<file path="src/rtl/complex_divider.sv">
// Signed complex divide (A1+A2i)/(B1+B2i): operands captured on Start, fixed latency of 2*WIDTH+3 edges to DONE.
// Start is ignored while Busy; quotients truncate toward zero and saturate; a zero divisor yields 0 with DivZero.
module complex_divider #(
  parameter int WIDTH = 8
) (
  input  logic                    clk,
  input  logic                    reset,
  input  logic                    Start,
  input  logic signed [WIDTH-1:0] A1,
  input  logic signed [WIDTH-1:0] A2,
  input  logic signed [WIDTH-1:0] B1,
  input  logic signed [WIDTH-1:0] B2,
  output logic signed [WIDTH-1:0] Out1,
  output logic signed [WIDTH-1:0] Out2,
  output logic                    Busy,
  output logic                    Done,
  output logic                    DivZero
);

  localparam int PW = 2 * WIDTH;
  localparam int NW = 2 * WIDTH + 1;
  localparam int CW = $clog2(NW);
  localparam logic [NW-1:0] POS_LIM = NW'(2 ** (WIDTH - 1) - 1);
  localparam logic [NW-1:0] NEG_LIM = NW'(2 ** (WIDTH - 1));

  typedef enum logic [1:0] {IDLE, MUL, DIV, DONE} state_t;

  state_t state, state_nxt;

  logic signed [WIDTH-1:0] a1_q, a2_q, b1_q, b2_q;
  logic [NW-1:0] num_re, num_im, rem_re, rem_im, q_re, q_im, den;
  logic          neg_re, neg_im;
  logic [CW-1:0] cnt;

  logic signed [PW-1:0] p11, p22, p21, p12, sq1, sq2;
  logic signed [NW-1:0] nre, nim, d_s;
  logic [NW-1:0] mag_re, mag_im;
  logic [NW:0]   sh_re, sh_im, diff_re, diff_im;
  logic          ge_re, ge_im;
  logic [NW-1:0] rem_re_n, rem_im_n, q_re_n, q_im_n;

  assign p11 = PW'(a1_q) * PW'(b1_q);
  assign p22 = PW'(a2_q) * PW'(b2_q);
  assign p21 = PW'(a2_q) * PW'(b1_q);
  assign p12 = PW'(a1_q) * PW'(b2_q);
  assign sq1 = PW'(b1_q) * PW'(b1_q);
  assign sq2 = PW'(b2_q) * PW'(b2_q);
  assign nre = NW'(p11) + NW'(p22);
  assign nim = NW'(p21) - NW'(p12);
  assign d_s = NW'(sq1) + NW'(sq2);
  assign mag_re = nre[NW-1] ? -nre : nre;
  assign mag_im = nim[NW-1] ? -nim : nim;

  // One restoring step per cycle for each numerator against the shared divisor
  assign sh_re    = {rem_re, num_re[NW-1]};
  assign sh_im    = {rem_im, num_im[NW-1]};
  assign diff_re  = sh_re - {1'b0, den};
  assign diff_im  = sh_im - {1'b0, den};
  assign ge_re    = (sh_re >= {1'b0, den});
  assign ge_im    = (sh_im >= {1'b0, den});
  assign rem_re_n = ge_re ? diff_re[NW-1:0] : sh_re[NW-1:0];
  assign rem_im_n = ge_im ? diff_im[NW-1:0] : sh_im[NW-1:0];
  assign q_re_n   = {q_re[NW-2:0], ge_re};
  assign q_im_n   = {q_im[NW-2:0], ge_im};

  function automatic logic [WIDTH-1:0] sat(input logic [NW-1:0] mag, input logic neg);
    logic [NW-1:0] t;
    t = -mag;
    if (neg) begin
      if (mag > NEG_LIM) return {1'b1, {(WIDTH-1){1'b0}}};
      return t[WIDTH-1:0];
    end
    if (mag > POS_LIM) return {1'b0, {(WIDTH-1){1'b1}}};
    return mag[WIDTH-1:0];
  endfunction

  always_ff @(posedge clk) begin
    if (reset) state <= IDLE;
    else       state <= state_nxt;
  end

  always_comb begin
    state_nxt = state;
    case (state)
      IDLE:    if (Start) state_nxt = MUL;
      MUL:     state_nxt = DIV;
      DIV:     if (cnt == '0) state_nxt = DONE;
      DONE:    state_nxt = IDLE;
      default: state_nxt = IDLE;
    endcase
  end

  always_ff @(posedge clk) begin
    if (reset) begin
      a1_q <= '0; a2_q <= '0; b1_q <= '0; b2_q <= '0;
      num_re <= '0; num_im <= '0; rem_re <= '0; rem_im <= '0;
      q_re <= '0; q_im <= '0; den <= '0; neg_re <= 1'b0; neg_im <= 1'b0;
      cnt <= '0; Out1 <= '0; Out2 <= '0; DivZero <= 1'b0;
    end else begin
      case (state)
        IDLE: if (Start) begin
          a1_q <= A1; a2_q <= A2; b1_q <= B1; b2_q <= B2;
        end
        MUL: begin
          num_re <= mag_re; num_im <= mag_im;
          neg_re <= nre[NW-1]; neg_im <= nim[NW-1];
          den <= d_s;
          rem_re <= '0; rem_im <= '0; q_re <= '0; q_im <= '0;
          cnt <= CW'(NW - 1);
        end
        DIV: begin
          num_re <= num_re << 1; num_im <= num_im << 1;
          rem_re <= rem_re_n; rem_im <= rem_im_n;
          q_re <= q_re_n; q_im <= q_im_n;
          cnt <= cnt - CW'(1);
          if (cnt == '0) begin
            // The quotient bits are meaningless for a zero divisor, so force a clean zero result
            if (den == '0) begin
              Out1 <= '0; Out2 <= '0; DivZero <= 1'b1;
            end else begin
              Out1 <= sat(q_re_n, neg_re);
              Out2 <= sat(q_im_n, neg_im);
              DivZero <= 1'b0;
            end
          end
        end
        default: ;
      endcase
    end
  end

  assign Busy = (state != IDLE);
  assign Done = (state == DONE);

endmodule
</file>
<file path="config.mk">
export PLATFORM = sky130hd
export DESIGN_NAME = complex_divider
export DESIGN_NICKNAME = d
export VERILOG_FILES = /design/src/rtl/complex_divider.sv
export SDC_FILE = /design/constraint.sdc
export NUM_CORES = 1
export LEC_CHECK = 0
export ABC_AREA = 0
export BUFFER_PORTS_ARGS = -buffer_cell sky130_fd_sc_hd__buf_2
export CORE_UTILIZATION = 45
export CTS_CLUSTER_SIZE = 8
export DETAILED_ROUTE_END_ITERATION = 8
export SYNTH_ARGS = -nofsm -noshare
export SYNTH_HDL_FRONTEND = slang
export SYNTH_SLANG_ARGS = --single-unit
</file>
<file path="constraint.sdc">
create_clock -name clk -period 7.24 [get_ports clk]
set_input_delay 0.724 -clock clk [delete_from_list [all_inputs] [get_ports clk]]
set_output_delay 0.724 -clock clk [all_outputs]
set_load 0.02 [all_outputs]
</file>
# After elaboration in Yosys (flattened, before gate mapping)
# Index checks and enable logic that the tools add are counted.
dict set report op_classes {
  n_addsub 10
  n_mul 6
  div 0
  order_cmp 6
  n_eq_ne 5
  shift 0
  n_mux 63
  bitwise 0
  reduce_logical 8
}
# operator n
set op_table {}
lappend op_table {{17-bit case mux with 2 select lines} 4}
lappend op_table {{8-bit 2-to-1 mux} 14}
lappend op_table {{8-bit by 8-bit multiplier with 16-bit output} 6}
lappend op_table {{17-bit 2-to-1 mux} 4}
lappend op_table {{16-bit case mux with 2 select lines} 2}
lappend op_table {{18-bit by 17-bit >= comparator with 1-bit output} 2}
lappend op_table {{1-bit 2-to-1 mux} 35}
lappend op_table {{16-bit by 16-bit adder with 17-bit output} 2}
lappend op_table {{17-bit by 7-bit > comparator with 1-bit output, second input constant} 2}
lappend op_table {{17-bit by 8-bit > comparator with 1-bit output, second input constant} 2}
lappend op_table {{17-bit negation} 2}
lappend op_table {{17-bit subtractor} 2}
lappend op_table {{17-bit logical NOT} 1}
lappend op_table {{16-bit by 16-bit subtractor with 17-bit output} 1}
lappend op_table {{8-bit negation} 2}
lappend op_table {{5-bit case mux with 2 select lines} 1}
lappend op_table {{2-bit case mux with 4 select lines} 1}
lappend op_table {{2-bit AND reduction} 3}
lappend op_table {{5-bit logical NOT} 1}
lappend op_table {{5-bit by 1-bit subtractor with 5-bit output, second input constant} 1}
lappend op_table {{2-bit equality test, second input constant} 2}
lappend op_table {{2-bit 2-to-1 mux} 2}
lappend op_table {{2-bit != test, second input constant} 2}
lappend op_table {{2-bit nonzero test} 2}
lappend op_table {{other kinds (2)} 2}
dict set report totals {
  reg_bits 175
  latch_bits 0
  ramBits 0
  mem_bits_ro 0
  out_inout_bits 19
  elab_cells 116
  n_memories 0
}

# Longest topological paths before layout
dict set report depth {
  depth_word 14
  ltp_mapped 27
  ltp_nobuf 23
}

# Worst setup path after synthesis
# Ideal clock, no wire load.
dict set report synth_timing {
  path_type {register -> register}
  from {register a1_q[7]}
  to {register num_im[5]}
  setup_ns 0.125
  t_arrival_ns 6.399
  setup_slack_ns 0.716
  path_stages_with_launch 26
  path_buffers 4
  cell_sequence {dfxtp_1 -> clkbuf_1 -> clkbuf_1 -> nand2_1 -> inv_1 -> fa_1 -> inv_1 -> fa_1 -> fa_1 -> fa_1 -> fa_1 -> inv_1 -> fa_1 -> inv_1 -> ha_1 -> clkbuf_1 -> a21o_1 -> a21o_1 -> or3_1 -> o2111ai_1 -> a21oi_1 -> nor2_1 -> buf_2 -> nor3_1 -> o311ai_1 -> nand2_1}
}
dict set report synth_between {
  elab_chain_cells 4
}
# item line_no
set synth_rtl {}
lappend synth_rtl {{start: declaration} 30} ;# logic signed [WIDTH-1:0] a1_q, a2_q, b1_q, b2_q;
lappend synth_rtl {{start signal: assignment} 95} ;# a1_q <= '0; a2_q <= '0; b1_q <= '0; b2_q <= '0;
lappend synth_rtl {{start signal: assignment} 102} ;# a1_q <= A1; a2_q <= A2; b1_q <= B1; b2_q <= B2;
lappend synth_rtl {{8-bit by 8-bit multiplier with 16-bit output} 45} ;# assign p12 = PW'(a1_q) * PW'(b2_q);
lappend synth_rtl {{16-bit by 16-bit subtractor with 17-bit output} 49} ;# assign nim = NW'(p21) - NW'(p12);
lappend synth_rtl {{17-bit 2-to-1 mux} 52} ;# assign mag_im = nim[NW-1] ? -nim : nim;
lappend synth_rtl {{17-bit case mux with 2 select lines} 100} ;# case (state)
lappend synth_rtl {{end signal: assignment} 105} ;# num_re <= mag_re; num_im <= mag_im;
lappend synth_rtl {{end signal: assignment} 112} ;# num_re <= num_re << 1; num_im <= num_im << 1;
lappend synth_rtl {{end: declaration} 31} ;# logic [NW-1:0] num_re, num_im, rem_re, rem_im, q_re, q_im, den;
# No other way between the ends.
# A chain may end at the register's enable or synchronous reset.

# Final worst setup path
dict set report layout_timing {
  from {register a1_q[7]}
  to {register num_im[12]}
}
dict set report layout_between {
  elab_chain_cells 5
}
# item line_no
set layout_rtl {}
lappend layout_rtl {{8-bit by 8-bit multiplier with 16-bit output *} 45}
lappend layout_rtl {{16-bit by 16-bit subtractor with 17-bit output *} 49}
lappend layout_rtl {{17-bit negation} 52}
lappend layout_rtl {{17-bit 2-to-1 mux *} 52}
lappend layout_rtl {{17-bit case mux with 2 select lines *} 100}
# Every way passes the cells marked *; elsewhere a longest branch is shown, timed or not.

==> metrics.md <==
| Metric | Value |
|---|---|
| Outcome | finished clean |
| 1st-iter DRT viols | between 900 and 1k |
| Total gr overflow | 0 |
| Sequential area share after synthesis | 0.140 |
| VDD IR max | approximately 0.00062 V |
| DR DRC count | 0 |
| Syn_nets | ~3.5k |
| RSZ-0062 raised after global routing | false |
| Die Span Y | between 200 and 250 um |
| Routed wire per std cell | approximately 17 um |
| CP arrival | ~7.3 ns |
| Largest net degree at the start of global routing | 59 |
| Period utilization | 0.944 |
| TritonCTS Sinks | ~180 |
| Gpl congestion | 0.889 |
| Final Net Count | between 3k and 4k |
| Starting density of the core | 0.455 |
| H-tree levels | 4 |
| Final hold vios | 0 |
| Ports | 54 |
| Post-route ant nets | 0 |
| Critical path class | flop to flop |
| Period minus WS final | around 7 ns |
| CTS tree | built |
| Primary FF master, synth | dfxtp_1 |
| Post-CTS sizing | 0 |
| Hold Crit Class | flop to flop |
| DP Area | 26,100 um2 |
| Reg clk slew, reported paths | about 0.080 ns |
| Final Skew | roughly 0.016 ns |
| Power per standard cell area | 477 nW/um2 |
| Fillers | approximately 5.4k |
| First-pass GRT wire length | between 100,000 and 150,000 um |
| Via Count | 19.0k |
| Ys async rst share | 0 |
| Fraction of layout cells with a size suffix above 1 | 0.0608 |
| CTS Hold Bufs | 0 |
| TritonCTS Buffers | 17 |
| Multi-input logic area | between 15,000 and 20,000 um2 |
| # setup viols final | 0 |
| Vias in the first global route | between 15k and 20k |
| GRT Total Usage | 0.229 |
| Rel. slew slack | 0.326 |
| Vias per cell | 5.23 |
| Input/output buffers | 53 |
| Antenna violations before repair | 0 |
| Crit path required time | 7.68 ns |
| Worst-path fanout max | 17 |
| Final core occ | 0.485 |
| FMAX | 0.146 GHz |
| Die area | approximately 57,000 um2 |
| CTS max path bufs | 2 |
| Root buffer cell | clkbuf_16 |
| Design Area, Final | 26,700 um2 |
| Post-Syn Instances | about 2.9k |
| Drt first pass iters | 5 |
| Flops & latches, synth | between 150 and 200 |
| Area Growth Syn to Fin | 6.65% |
| Setup TNS Final | 0 ns |
| Worst setup SP type | flop |
| Post-synth cell types | just under 80 |
| Drt total wl | ~61,000 um |
| Worst-skew pair later-pin latency | roughly 0.5 ns |
| Number of synthesized flops with an enable pin | 0 |
| Row cnt | 86 |
| YS warnings | 0 |
| Syn Area/Cell | between 8 and 9 um2 |
| Register area | approximately 3500 um2 |
| Core area | around 55,000 um2 |
| Die width | between 200 and 250 um |
| Tightest Pin Transition | slightly above 1 ns |
| # Post-CTS Setup Buffers | 0 |
| Hpwl dp | 49,100 um |
| Antenna fix cells | 0 |
| Maxcap violations | 0 |
| Post-Syn Area | 25,100 um2 |
| WHS | around 0.45 ns |
| Final std cells w/o fill | between 3k and 4k |
| Dpl cells | 3,594 |
| Leakage power | ~12 nW |
| CP endpoint kind | flop |
| Final slew viol count | 0 |
==> synthesized netlist by cell type, drive strengths merged (5+ instances only) <==
cell	n	area [um2]
clkbuf	128	480
nor3b	5	37.5
o31ai	11	82.6
nor4b	8	82.6
a31oi	20	125
nand4	14	87.6
and3	30	188
nor2b	15	93.8
a31o	7	61.3
mux2	7	86.3
mux2i	34	340
or4	5	41.3
a22o	6	52.6
nand2b	25	156
o21a	10	75.1
nand3	48	240
and2	183	1140
or3	15	93.8
fa	405	8110
nor3	33	165
a21oi	153	766
o311ai	7	61.3
xnor2	91	797
inv	534	2000
o21ai	89	449
a211oi	12	90.1
dfxtp	175	3500
nand3b	6	45.0
buf	9	51.3
a21o	16	120
a22oi	18	135
o22ai	5	31.3
xor2	40	350
or2	15	93.8
nor2	146	548
nor4	21	131
nand2	276	1040
a32oi	11	96.3
ha	209	2620
==> layer usage <==
| metal | track usage | part of all wire | up-vias |
|---|---|---|---|
| li1 | - | - | 9072 |
| met5 | 0 | 0 | - |
| met2 | 0.395 | 0.50 | 365 |
| met4 | 0.0667 | 0.021 | 0 |
| met1 | 0.297 | 0.44 | 9474 |
| met3 | 0.0337 | 0.042 | 50 |
==> power breakdown <==
part	switching, mW	internal, mW	total, mW
Clock	0.475	0.540	1.01
Combinational	6.07	4.27	10.3
Sequential	0.257	1.13	1.39
==> critical path, cell delays in order, from the launching register on <==
cell and delay, ns:
dfxtp_1 0.66, nand2_1 0.18, inv_1 0.16, fa_1 0.40, inv_1 0.22, fa_1 0.49
fa_1 0.56, fa_1 0.44, fa_1 0.51, inv_1 0.06, fa_1 0.50, inv_1 0.06
ha_1 0.38, a21o_1 0.19, a21o_1 0.21, or3_1 0.33, o2111ai_1 0.21, and3_1 0.26
nor2_1 0.06, buf_4 0.20, or3_1 0.38, a31oi_1 0.16, a22o_1 0.14
==> cells by family (layout without fill, tap and decap cells) <==
kind of cell    Yosys count  in the layout  synth area share
mux                      41             41            0.0170
buf+inv                 673            667             0.102
xor+xnor                131            131            0.0458
fa+ha+maj               614            614             0.428
simple gates            855            855             0.171
compound gates          395            395            0.0968
flops                   175            175             0.140
==> stage by stage <==
stage / total power, mW / setup slack [ns]
2_1_floorplan: 9.29 / 0.716
3_3_place_gp: 11.5 / 0.558
3_5_place_dp: 11.7 / 0.433
4_1_cts: 12.8 / 0.376
5_1_grt: 14.0 / 0.00901
6_report: 12.7 / 0.409
==> cells in the final DEF (no fill, tap or decap), types with 5 or more instances in the layout <==
master / instances
buf_4: 47
a22o_1: 6
inv_1: 533
mux2_2: 5
a21o_1: 16
xor2_1: 40
a21oi_1: 153
o21ai_0: 87
ha_1: 207
dfxtp_1: 175
mux2i_1: 34
a22oi_1: 18
nand3_1: 48
inv_6: 5
nor2_1: 145
o311ai_0: 6
buf_2: 52
and2_1: 183
nand3b_1: 6
a31oi_1: 20
o31ai_1: 11
a31o_2: 6
clkbuf_16: 17
a32oi_1: 11
or2_2: 14
nand2_1: 275
and3_1: 30
or3_1: 15
a211oi_1: 12
o22ai_1: 5
fa_1: 405
xnor2_1: 91
nand2b_1: 25
nor3_1: 32
nor4b_1: 6
o21a_1: 10
nor3b_1: 5
nor4_1: 21
nand4_1: 14
nor2b_1: 15
==> layout make-up <==
class                           instances  area share
Clock buffer                           19      0.0170
Clock inverter                         13     0.00637
Inverter                              536      0.0755
Multi-Input combinational cell       2036       0.712
Sequential cell                       175       0.131
Tap cell                              748      0.0350
Timing Repair Buffer                   99      0.0229
==> registers in the layout (all words and copies together) (netlist names) <==
| register | count |
|---|---|
| neg_re | 1 |
| a1_q | 8 |
| cnt | 5 |
| state | 2 |
| Out1 | 8 |
| b2_q | 8 |
| b1_q | 8 |
| num_re | 17 |
| neg_im | 1 |
| rem_im | 17 |
| Out2 | 8 |
| rem_re | 17 |
| q_im | 16 |
| DivZero | 1 |
| num_im | 17 |
| den | 17 |
| a2_q | 8 |
| q_re | 16 |
==> path summary, 6_finish.rpt <==
kind                                            from                       to  slack [ns]  depth (start not counted)
worst min-delay path            Out1[0]$_SDFFE_PP0P_     Out1[0]$_SDFFE_PP0P_        0.45                          2
worst max-delay path            a1_q[7]$_SDFFE_PP0P_  num_im[12]$_SDFFE_PP0P_        0.41                         22
worst max register to register  a1_q[7]$_SDFFE_PP0P_  num_im[12]$_SDFFE_PP0P_        0.41                         22
worst min register to register  Out1[0]$_SDFFE_PP0P_     Out1[0]$_SDFFE_PP0P_        0.45                          2
Power figures use the tool's default switching activity.
